**src/rtl/ab_pkg.sv**
```systemverilog
// ab_pkg: shared address-bus encodings for the micro-op base/offset fields and interrupt vector low bytes
package ab_pkg;

    // Base select codes carried in op[5:3]
    localparam logic [2:0] BASE_ZERO = 3'b000;
    localparam logic [2:0] BASE_ABL  = 3'b001;
    localparam logic [2:0] BASE_PCL  = 3'b010;
    localparam logic [2:0] BASE_DB   = 3'b011;
    localparam logic [2:0] BASE_REG  = 3'b100;
    localparam logic [2:0] BASE_VEC  = 3'b101;

    // Offset select codes carried in op[2:0]
    localparam logic [2:0] OFF_ZERO = 3'b000;
    localparam logic [2:0] OFF_ONE  = 3'b001;
    localparam logic [2:0] OFF_REG  = 3'b010;
    localparam logic [2:0] OFF_DB   = 3'b011;
    localparam logic [2:0] OFF_DEC  = 3'b100;

    // Interrupt vector low bytes
    localparam logic [7:0] VEC_NMI = 8'hFA;
    localparam logic [7:0] VEC_RST = 8'hFC;
    localparam logic [7:0] VEC_IRQ = 8'hFE;

    // Vector select: 0 NMI, 1 RESET, 2/3 IRQ/BRK
    function automatic logic [7:0] vec_lo(input logic [1:0] vec);
        return (vec == 2'd0) ? VEC_NMI : (vec == 2'd1) ? VEC_RST : VEC_IRQ;
    endfunction

endpackage

```
**src/rtl/abl.sv**
```systemverilog
// abl: address-bus-low stage; forms ADL = base + offset, registers ABL, PCL and the carry CO for the high stage
module abl
    import ab_pkg::*;
(
    input  logic       clk,
    input  logic       rst,
    input  logic       rdy,
    input  logic [5:0] op,
    input  logic [7:0] DB,
    input  logic [7:0] REG,
    input  logic [1:0] vec,
    input  logic       ld_pc,
    input  logic       inc_pc,
    output logic [7:0] ADL,
    output logic [7:0] ABL,
    output logic [7:0] PCL,
    output logic       CO
);

    logic [7:0] abl_q, abl_d;
    logic [7:0] pcl_q, pcl_d;
    logic       co_q, co_d;
    logic [7:0] base, offset;
    logic [8:0] sum;
    logic       carry_en;
    logic [2:0] base_sel, off_sel;

    assign base_sel = op[5:3];
    assign off_sel  = op[2:0];

    // Select base and offset, add them; decrement and reserved offsets never report a carry
    always_comb begin
        base = (base_sel == BASE_ABL) ? abl_q :
               (base_sel == BASE_PCL) ? pcl_q :
               (base_sel == BASE_DB)  ? DB    :
               (base_sel == BASE_REG) ? REG   :
               (base_sel == BASE_VEC) ? vec_lo(vec) : 8'h00;
        offset = (off_sel == OFF_ONE) ? 8'h01 :
                 (off_sel == OFF_REG) ? REG   :
                 (off_sel == OFF_DB)  ? DB    :
                 (off_sel == OFF_DEC) ? 8'hFF : 8'h00;
        carry_en = (off_sel == OFF_ONE) || (off_sel == OFF_REG) || (off_sel == OFF_DB);
        sum = {1'b0, base} + {1'b0, offset};
    end

    // Next-state: reset wins over rdy; PCL loads from the pre-edge ABL
    always_comb begin
        abl_d = rst ? 8'h00 : rdy ? sum[7:0] : abl_q;
        co_d  = rst ? 1'b0  : rdy ? (carry_en & sum[8]) : co_q;
        pcl_d = rst ? 8'h00 : (rdy && ld_pc) ? abl_q + {7'd0, inc_pc} : pcl_q;
    end

    // State registers
    always_ff @(posedge clk) begin
        abl_q <= abl_d;
        pcl_q <= pcl_d;
        co_q  <= co_d;
    end

    assign ADL = sum[7:0];
    assign ABL = abl_q;
    assign PCL = pcl_q;
    assign CO  = co_q;

endmodule
```
**config.mk**
```make
export PLATFORM = sky130hd
export DESIGN_NAME = abl
export DESIGN_NICKNAME = d
export VERILOG_FILES = /design/src/rtl/ab_pkg.sv /design/src/rtl/abl.sv
export SDC_FILE = /design/constraint.sdc
export NUM_CORES = 1
export LEC_CHECK = 0
export BUFFER_PORTS_ARGS = -buffer_cell sky130_fd_sc_hd__clkbuf_2
export CAP_MARGIN = 20
export CORE_MARGIN = 3
export CORE_UTILIZATION = 35
export DETAILED_ROUTE_END_ITERATION = 8
export SLEW_MARGIN = 40
export SYNTH_ARGS = -nofsm -noshare
export SYNTH_HDL_FRONTEND = slang
export SYNTH_SLANG_ARGS = --single-unit
```
**constraint.sdc**
```tcl
create_clock -name clk -period 2.4 [get_ports clk]
set_clock_uncertainty 0.15 [all_clocks]
set_input_delay 0 -clock clk [delete_from_list [all_inputs] [get_ports clk]]
set_output_delay 0 -clock clk [all_outputs]
set_load 0.02 [all_outputs]
```
==> run_results.csv <==
group,metric,value,unit
power_and_ir_drop,max-vdd-ir-drop,248,uV
critical_path,crit_path_end_kind,"output pin",
yosys,yosys.area.top_type_share,0.217,
placed_design,numPortBuffers,53,
sta,finalWorstSetupSlack,-165,ps
yosys,yosys-top-cells-area,"dfxtp_1 22%, mux2i_1 11%, ha_1 8.0%",
yosys,synth_top_area_cell,"dfxtp_1",
drt,drt-initial-drc-count,72,
grt,antenna_found_initial,0,
drt,wl_met3,206,microns
drt,wl_met2,2190,microns
run_status,status,"finished, violations left",
clocking,root_buffer,"clkbuf_8",
floorplanning,initial_core_util,0.376,
sta,hold_viol,0,
run_status,violations,"setup timing",
sta,rsz0062_at_grt,"true",
yosys,ys_seq_elements,17,
yosys,synth_nets,227,
critical_path,crit_type,"reg -> out",
drt,drtAntennaViolNets,0,
min_path,hp-class,"in -> reg",
grt,grt_pass1_wl,7480,microns
yosys,avgSynthCellArea,8.38,sq um
drt,firstDrtPassIters,5,
clocking,cts_tree,"yes",
placed_design,gp_congestion,0.797,
clocking,cts_inserted_buffers,3,
clocking,postCtsHoldBufs,0,
floorplanning,die_area,5320,sq um
floorplanning,io_pins,54,
sta,setup_viol,9,
yosys,yosys_warnings,0,
drt,routedWlPerCell,15.5,microns
sta,tightest_slew,574,ps
layout,stdcell_count,306,
layout,antenna_cells,0,
yosys,async_flop_share,0,
clocking,clkSinkCount,17,
clocking,h-tree-depth,1,
clocking,clkTransAtPathRegs,70,ps
drt,vias_per_cell,5.42,
yosys,synth_edf_count,0,
floorplanning,coreArea,4170,sq um
floorplanning,core.rowCount,23,
yosys,yosysSeqAreaShare,0.217,
drt,routed_wirelength,4730,microns
floorplanning,die_h,72.9,microns
floorplanning,die_x,72.9,microns
sta,slew_violations,0,
sta,fmaxAchievable,390,MHz
yosys,yosys.cell_types.count,46,
sta,relSlewSlack,0.617,
critical_path,crit_path_max_fanout,2,
clocking,clockBufferDepth,2,
critical_path,cp.required,2250,ps
drt,wl_met1,2270,microns
drt,top_layer,"met4",
yosys,synthTopCellsByCount,"17 x dfxtp_1, 17 x mux2i_1, 17 x nor2_1",
layout,final_layout_size_suffix_gt1_frac,0.410,
yosys,synth_ff_type,"dfxtp_1",
layout,nets,297,
placed_design,place_inst,297,
drt,drc_errors,0,
run,drv_cap,0,
grt,globalRouteOverflowTotal,0,
power_and_ir_drop,power_density,499,nW/um^2
sta,min_period,2560,ps
grt,grt_pass1_vias,1531,
grt,grt_max_degree,28,
power_and_ir_drop,p_leak,0.00103,uW
layout,syn_to_final_growth,40.4,%
critical_path,arrival,2410,ps
drt,dr_total_vias,1660,
yosys,syn-cell-area,1570,sq um
clocking,insertion_delay,260,ps
power_and_ir_drop,report.power.total,1100,uW
sta,fin_crit_sh,1.07,
critical_path,cp-start-kind,"flip-flop",
placed_design,dp_hpwl,3660,microns
grt,grt_usage,0.177,
yosys,syn_inst,187,
cell type report:
cell class / instances / area [sq um]
clock buffers: 4 / 45.0
fillers: 394 / 1970
inverters: 4 / 15.0
multi-input cells: 153 / 1260
flip-flops and latches: 17 / 344
well taps: 50 / 62.6
repair buffers: 78 / 469
cell families after synthesis:
group                      count (synthesis)  synth area share
AOI/OAI and AO/OA                         58             0.262
xor gates and xnor gates                  12            0.0670
adders and majority gates                 11            0.0926
buffers and inverters                     17            0.0455
DFF                                       17             0.217
muxes                                     20             0.130
and+or+nand+nor                           52             0.186
placed cells by master (no fill, tap or decap), types with 2 or more instances in the layout:
master | synthesis | routed
a211oi_1 | 5 | 5
a21o_1 | 4 | 4
a21oi_1 | 12 | 9
a21oi_2 | 0 | 3
a221oi_4 | 0 | 2
buf_4 | 0 | 29
clkbuf_2 | 0 | 48
clkbuf_8 | 0 | 3
dfxtp_1 | 17 | 14
dfxtp_2 | 0 | 3
ha_1 | 10 | 9
inv_1 | 4 | 4
mux2_4 | 0 | 2
mux2i_1 | 17 | 17
nand2_1 | 7 | 7
nand2b_1 | 3 | 3
nand3_1 | 3 | 3
nand4b_1 | 4 | 4
nor2_1 | 17 | 17
nor2b_1 | 2 | 2
nor3_1 | 2 | 2
nor3b_1 | 3 | 3
o21a_1 | 5 | 5
o21ai_0 | 10 | 10
o22ai_1 | 6 | 6
o311ai_1 | 1 | 2
or3_1 | 2 | 2
or4b_4 | 0 | 2
xnor2_1 | 8 | 7
xor2_1 | 4 | 3
power breakdown:
part / switching, uW / internal, uW / total (uW)
combinational: 291 / 243 / 534
sequential: 28.2 / 308 / 336
clock: 109 / 118 / 227
per-stage QoR:
step | util | cell area [sq um] | worst slack, ps | TNS [ps] | hold slack (ps)
2_1_floorplan | - | 1570 | -34.3 | -40.0 | 66.6
3_3_place_gp | 0.478 | 2000 | -42.3 | -163 | 258
3_5_place_dp | 0.478 | 2000 | -85.0 | -327 | 262
4_1_cts | 0.511 | 2130 | -201 | -840 | 0.215
5_1_grt | 0.527 | 2200 | -256 | -1860 | 37.4
6_report | 0.527 | 2200 | -165 | -754 | 8.37
state kept, by name, summed over array words and instances, names as in the netlist:
name,flops
ABL,8
PCL,8
CO,1
worst max-delay path: stages, from the launching register on:
cell      delay, ps
dfxtp_2         320
mux2_4          270
a22oi_2         110
o32ai_1          90
ha_2            210
fa_2            340
a21o_1          240
a221oi_4        270
xnor2_1         160
buf_4           160
what timing repair did:
action,CTS,global route
buffers inserted,3,2
setup endpoints to repair,12,12
gates resized for setup,16,15
pin swaps,14,6
metal layers:
layer / vias to the layer above / GRT usage
li1: 845 / -
met1: 770 / 0.253
met2: 39 / 0.287
met3: 6 / 0.0207
met4: 0 / 0.0369
met5: - / 0
path summary, 6_finish.rpt:
kind	end	slack, ps	start	cells past startpoint
worst max-delay path	ADL[6]	-160	PCL[0]	9
worst min-delay path	PCL[0]	8	inc_pc	4
worst max register to register	ABL[4]	-80	PCL[2]	9
worst min register to register	PCL[4]	370	PCL[4]	2
No activity file was read; power rests on OpenSTA's default activity.
